`src/rtl/async_fifo_pkg.sv`:
```
// Shared constants and Gray-code helpers for the async_fifo block.
package async_fifo_pkg;

    localparam int ASIZE_DEF       = 6;
    localparam int DSIZE_DEF       = 8;
    localparam int AFULL_SLACK_DEF = 4;

    // Helpers operate on a fixed 32-bit container; callers zero-extend
    // narrower pointers in and truncate the result back out.
    function automatic logic [31:0] bin2gray(input logic [31:0] bin);
        return bin ^ (bin >> 1);
    endfunction

    function automatic logic [31:0] gray2bin(input logic [31:0] gray);
        logic [31:0] bin;
        bin[31] = gray[31];
        for (int i = 30; i >= 0; i--) begin
            bin[i] = bin[i + 1] ^ gray[i];
        end
        return bin;
    endfunction

endpackage

```
`src/rtl/async_fifo_ptr_sync.sv`:
```
// Two-flop synchronizer for a Gray-coded pointer crossing to the other side.
module ptr_sync #(
    parameter int WIDTH = 7
) (
    input  logic             clk,
    input  logic             reset_n,
    input  logic [WIDTH-1:0] async_ptr,
    output logic [WIDTH-1:0] sync_ptr
);

    logic [WIDTH-1:0] sync_p0;
    logic [WIDTH-1:0] sync_p1;

    // Capture the foreign pointer, then re-register it before use.
    always_ff @(posedge clk) begin
        if (!reset_n) begin
            sync_p0 <= '0;
            sync_p1 <= '0;
        end else begin
            sync_p0 <= async_ptr;
            sync_p1 <= sync_p0;
        end
    end

    assign sync_ptr = sync_p1;

endmodule

```
`src/rtl/async_fifo.sv`:
```
// First-word-fall-through FIFO with Gray-pointer flag logic, kept structured
// so the write and read sides can later be split onto separate clocks.
module async_fifo
    import async_fifo_pkg::*;
#(
    parameter int ASIZE       = ASIZE_DEF,
    parameter int DSIZE       = DSIZE_DEF,
    parameter int AFULL_SLACK = AFULL_SLACK_DEF
) (
    input  logic             clk_i,
    input  logic             reset_n_i,
    input  logic             wr_en_i,
    input  logic [DSIZE-1:0] wr_data_i,
    output logic             wr_full_o,
    output logic             wr_awfull_o,
    input  logic             rd_en_i,
    output logic [DSIZE-1:0] rd_data_o,
    output logic             rd_empty_o
);

    localparam int PTR_W = ASIZE + 1;
    localparam int DEPTH = 1 << ASIZE;
    localparam logic [PTR_W-1:0] AFULL_LEVEL = PTR_W'(DEPTH - AFULL_SLACK);

    logic [DSIZE-1:0] mem [DEPTH];

    logic [PTR_W-1:0] wbin, wgray, wbin_next, wgray_next;
    logic [PTR_W-1:0] rbin, rgray, rbin_next, rgray_next;
    logic [PTR_W-1:0] wq2_gray, rq2_gray, rq2_bin;
    logic [PTR_W-1:0] full_match, wr_diff;
    logic             wr_fire, rd_fire;

    // Next-pointer and flag-compare arithmetic for both sides.
    always_comb begin
        wr_fire    = reset_n_i && wr_en_i && !wr_full_o;
        rd_fire    = reset_n_i && rd_en_i && !rd_empty_o;
        wbin_next  = wbin + PTR_W'(wr_fire);
        rbin_next  = rbin + PTR_W'(rd_fire);
        wgray_next = PTR_W'(bin2gray(32'(wbin_next)));
        rgray_next = PTR_W'(bin2gray(32'(rbin_next)));
        rq2_bin    = PTR_W'(gray2bin(32'(rq2_gray)));
        // Full when the write pointer has lapped the read pointer once:
        // in Gray code that means the top two bits differ, the rest match.
        full_match = {~rq2_gray[PTR_W-1:PTR_W-2], rq2_gray[PTR_W-3:0]};
        wr_diff    = wbin_next - rq2_bin;
    end

    // Write side: pointer plus registered full / almost-full flags.
    always_ff @(posedge clk_i) begin
        if (!reset_n_i) begin
            wbin        <= '0;
            wgray       <= '0;
            wr_full_o   <= 1'b0;
            wr_awfull_o <= 1'b0;
        end else begin
            wbin        <= wbin_next;
            wgray       <= wgray_next;
            wr_full_o   <= (wgray_next == full_match);
            wr_awfull_o <= (wr_diff >= AFULL_LEVEL);
        end
    end

    // Storage array: no reset, written only on an accepted write.
    always_ff @(posedge clk_i) begin
        if (wr_fire) begin
            mem[wbin[ASIZE-1:0]] <= wr_data_i;
        end
    end

    // Read side: pointer plus registered empty flag.
    always_ff @(posedge clk_i) begin
        if (!reset_n_i) begin
            rbin       <= '0;
            rgray      <= '0;
            rd_empty_o <= 1'b1;
        end else begin
            rbin       <= rbin_next;
            rgray      <= rgray_next;
            rd_empty_o <= (rgray_next == wq2_gray);
        end
    end

    assign rd_data_o = mem[rbin[ASIZE-1:0]];

    ptr_sync #(.WIDTH(PTR_W)) u_wptr_sync (
        .clk       (clk_i),
        .reset_n   (reset_n_i),
        .async_ptr (wgray),
        .sync_ptr  (wq2_gray)
    );

    ptr_sync #(.WIDTH(PTR_W)) u_rptr_sync (
        .clk       (clk_i),
        .reset_n   (reset_n_i),
        .async_ptr (rgray),
        .sync_ptr  (rq2_gray)
    );

endmodule

```
`config.mk`:
```
export PLATFORM = sky130hd
export DESIGN_NAME = async_fifo
export DESIGN_NICKNAME = d
export VERILOG_FILES = /design/src/rtl/async_fifo_pkg.sv /design/src/rtl/async_fifo_ptr_sync.sv /design/src/rtl/async_fifo.sv
export SDC_FILE = /design/constraint.sdc
export NUM_CORES = 1
export LEC_CHECK = 0
export BUFFER_PORTS_ARGS = -buffer_cell sky130_fd_sc_hd__buf_2
export CAP_MARGIN = 20
export CORE_UTILIZATION = 45
export DETAILED_ROUTE_END_ITERATION = 8
export PLACE_DENSITY_LB_ADDON = 0.2
export SLEW_MARGIN = 20
export SYNTH_ARGS = -nofsm -noshare
export SYNTH_HDL_FRONTEND = slang
export SYNTH_SLANG_ARGS = --single-unit
```
`constraint.sdc`:
```
create_clock -name clk_i -period 3.9 [get_ports clk_i]
set_input_delay 0.195 -clock clk_i [delete_from_list [all_inputs] [get_ports clk_i]]
set_output_delay 0.195 -clock clk_i [all_outputs]
set_load 0.005 [all_outputs]
```
==> flow_metrics.tcl <==
set metrics [dict create \
    status "complete, no violations" \
    rr_startpoint "u_rptr_sync.sync_ptr[4]$_SDFF_PN0_" \
    tightest_slew_ns 1.02 \
    routed_wl_mm 47.1 \
    async_flop_share_pct 0 \
    r2r_cells 10 \
    final_cell_mix "edfxtp_1 (512), mux4_2 (162), nor2_1 (94)" \
    drv_cap 0 \
    setup_ws_ns 0.269 \
    syn_avg_cell_area_um2 20.8 \
    path_clk_slew_ns 0.06 \
    drt_iter0_drc 875 \
    fin_crit_ns 3.63 \
    ant_nets 0 \
    io_buffers 22 \
    min_from "wr_data_i[3]" \
    holdPathStages 1 \
    hp-class "in2reg" \
    setup_tns_ns 0 \
    synth-edff-count 512 \
    grt_first_pass_wirelength_mm 70.3 \
    syn_inst 1066 \
    dpl.cell_count 1715 \
    die_x_um 224 \
    drive_gt1_share_pct 25.9 \
    h-tree-depth 2 \
    die_h_um 224 \
    grt_overflow 0 \
    cts-root-buf "clkbuf_16" \
    cts_buffers 56 \
    crit_path_top_delay_cell "dfxtp_4" \
    ir_drop_uv 382 \
    dieArea_um2 50100 \
    post-route-period-util_pct 93.1 \
    syn_area_um2 22100 \
    ys_ff_latch 569 \
    grt_util_all_layers_pct 19.6 \
    final-setup-viol-count 0 \
    cts.sinks 569 \
    drt_first_pass_iters 5 \
    grt_setup_unrepaired "no" \
    regToRegSetupSlack_ns 0.65 \
    min_to "mem[18][3]$_DFFE_PP_" \
    synth.distinct_cells 43 \
    yosys_warnings 0 \
    grt_max_degree 65 \
    synthTopCellsByArea "edfxtp_1 (69%), mux4_2 (16%), dfxtp_1 (5.2%)" \
    r2r-end "wr_awfull_o$_SDFF_PN0_" \
    antennaDiodeCount 0 \
    place.gp.congestion 0.768 \
    final_common_cell "edfxtp_1" \
    pre_cts_ws_ns 0.693 \
    routed_via_density 5.56 \
    crit_chain "buf_4 > mux4_2 > mux4_2 > mux4_2 > buf_2" \
    clockBufferDepth 3 \
    slew_violations 0 \
    vias 10100 \
    antenna_found_initial 1 \
    cts_tree "yes" \
    cp.arrival_ns 3.44 \
    drcViolationCount 0 \
    cp_max_fo 30 \
    p_leak_nw 7.64 \
    path_common_cell "mux4_2" \
    start_util_pct 46.0 \
    criticalPathCategory "reg2out" \
    rows 80 \
    skew_ns 0.0188 \
    area_growth_syn_to_layout_pct 12.4 \
    cp.required_ns 3.70 \
    cp_slowest_stage_delay_ns 0.72 \
    clock_latency_ns 0.61 \
    crit_path_end_kind "output pin" \
    wire_per_inst_um 25.9 \
    startpoint_type "register" \
    hold_viol 0 \
    fin_nets 1140 \
    synth_flop_cell "edfxtp_1" \
    syn-num-nets 1087 \
    io_pins 23 \
    core_um2 48100 \
    final_cells 1822 \
    dp_hpwl_mm 28.8 \
    synth.largest_area_cell "edfxtp_1" \
    slew_headroom_pct 31.8 \
    yosysSeqAreaShare_pct 74.6 \
    grt_pass1_vias 10500 \
    synth_top_area_share_pct 69.5 \
    fmax_ghz 0.275 \
    powerDensity_nw_per_um2 483 \
]
worst max-delay path: cells and delay by family, from the launching register on:
family | cells | cell delay, ns
buffers and inverters | 2 | 0.61
DFF | 1 | 0.72
muxes | 3 | 1.47
sequential cells by signal (all words and copies together) (netlist names), 6 cells and up:
register / count
wbin: 7
wgray: 6
u_rptr_sync.sync_ptr: 7
rbin: 7
u_wptr_sync.sync_p0: 7
u_wptr_sync.sync_ptr: 7
rgray: 6
u_rptr_sync.sync_p0: 7
mem: 512
report_power, final:
group | total, W | leakage [nW] | switching [W] | internal [W]
clock | 0.00515 | 0.872 | 0.00227 | 0.00288
combinational | 0.000222 | 1.71 | 0.000157 | 0.0000650
sequential | 0.00665 | 5.07 | 0.00000603 | 0.00665
what timing repair did:
action / 4_1_cts / 5_1_grt
hold buffers: 2 / 0
endpoints found under the hold margin: 22 / 0
setup buffers: 0 / 0
gates resized for setup: 0 / 0
stage by stage:
| stage | hold slack, ns | power, W | util, % | cell area (um^2) |
|---|---|---|---|---|
| after detailed placement | 0.418 | 0.00701 | 48.0 | 23100 |
| after floorplan | 0.294 | 0.00687 | - | 22100 |
| after CTS | 0.0471 | 0.0121 | 51.7 | 24900 |
| final | 0.0520 | 0.0120 | 51.7 | 24900 |
| after global placement | 0.415 | 0.00700 | 48.0 | 23100 |
| after global routing | 0.0594 | 0.0124 | 51.7 | 24900 |
how the worst max path moves through the flow:
| stage | from | end | slack, ns | depth (start not counted) |
|---|---|---|---|---|
| finish | rbin[1]$_SDFF_PN0_ | rd_data_o[7] | 0.27 | 5 |
| global route | rbin[0]$_SDFF_PN0_ | rd_data_o[4] | 0.18 | 5 |
| CTS | rbin[1]$_SDFF_PN0_ | rd_data_o[4] | 0.24 | 5 |
| detailed placement | u_rptr_sync.sync_ptr[4]$_SDFF_PN0_ | wr_awfull_o$_SDFF_PN0_ | 0.69 | 10 |
| global placement | u_rptr_sync.sync_ptr[4]$_SDFF_PN0_ | wr_awfull_o$_SDFF_PN0_ | 0.69 | 10 |
| floorplan | u_rptr_sync.sync_ptr[4]$_SDFF_PN0_ | wr_awfull_o$_SDFF_PN0_ | 0.91 | 10 |
area by class of cell:
type                            instances  area, um^2
Fill cell                            3773       23300
Sequential cell                       569       16500
Multi-Input combinational cell        437        5350
Clock buffer                           75        1560
Tap cell                              656         821
Timing Repair Buffer                   49         395
Clock inverter                         30         205
Inverter                                6        22.5
Yosys cell counts (2+ instances only):
library cell,number
and3_1,3
nor2_1,94
xnor2_1,23
clkbuf_1,27
dfxtp_1,57
inv_1,5
nor3_1,4
nand3_1,10
a211oi_1,6
nand3b_1,2
and2_1,38
or2_2,2
edfxtp_1,512
xor3_1,2
xor2_1,19
or3_1,2
o21ai_0,2
buf_2,13
a21o_1,2
mux4_2,162
nor2b_1,10
a21oi_1,7
nand2_1,17
ha_1,9
or3b_2,2
buf_4,4
buf_1,9
o211ai_1,2
mux2i_1,7
per-layer routing:
metal | track usage, % | vias to the layer above | share of wire, %
li1 | - | 4424 | -
met1 | 27.9 | 5349 | 44
met2 | 31.5 | 286 | 48
met3 | 3.19 | 66 | 5.9
met4 | 5.59 | 0 | 2.1
met5 | 0 | - | 0
logic make-up after synthesis:
group | after synthesis | share of synthesized area (%)
simple gates | 187 | 4.01
compound gates | 26 | 0.831
xor+xnor | 45 | 1.98
flops | 569 | 74.6
buf+inv | 60 | 1.19
fa+ha+maj | 9 | 0.509
mux | 170 | 16.9
Note: power is estimated with default switching activity, not from simulation.
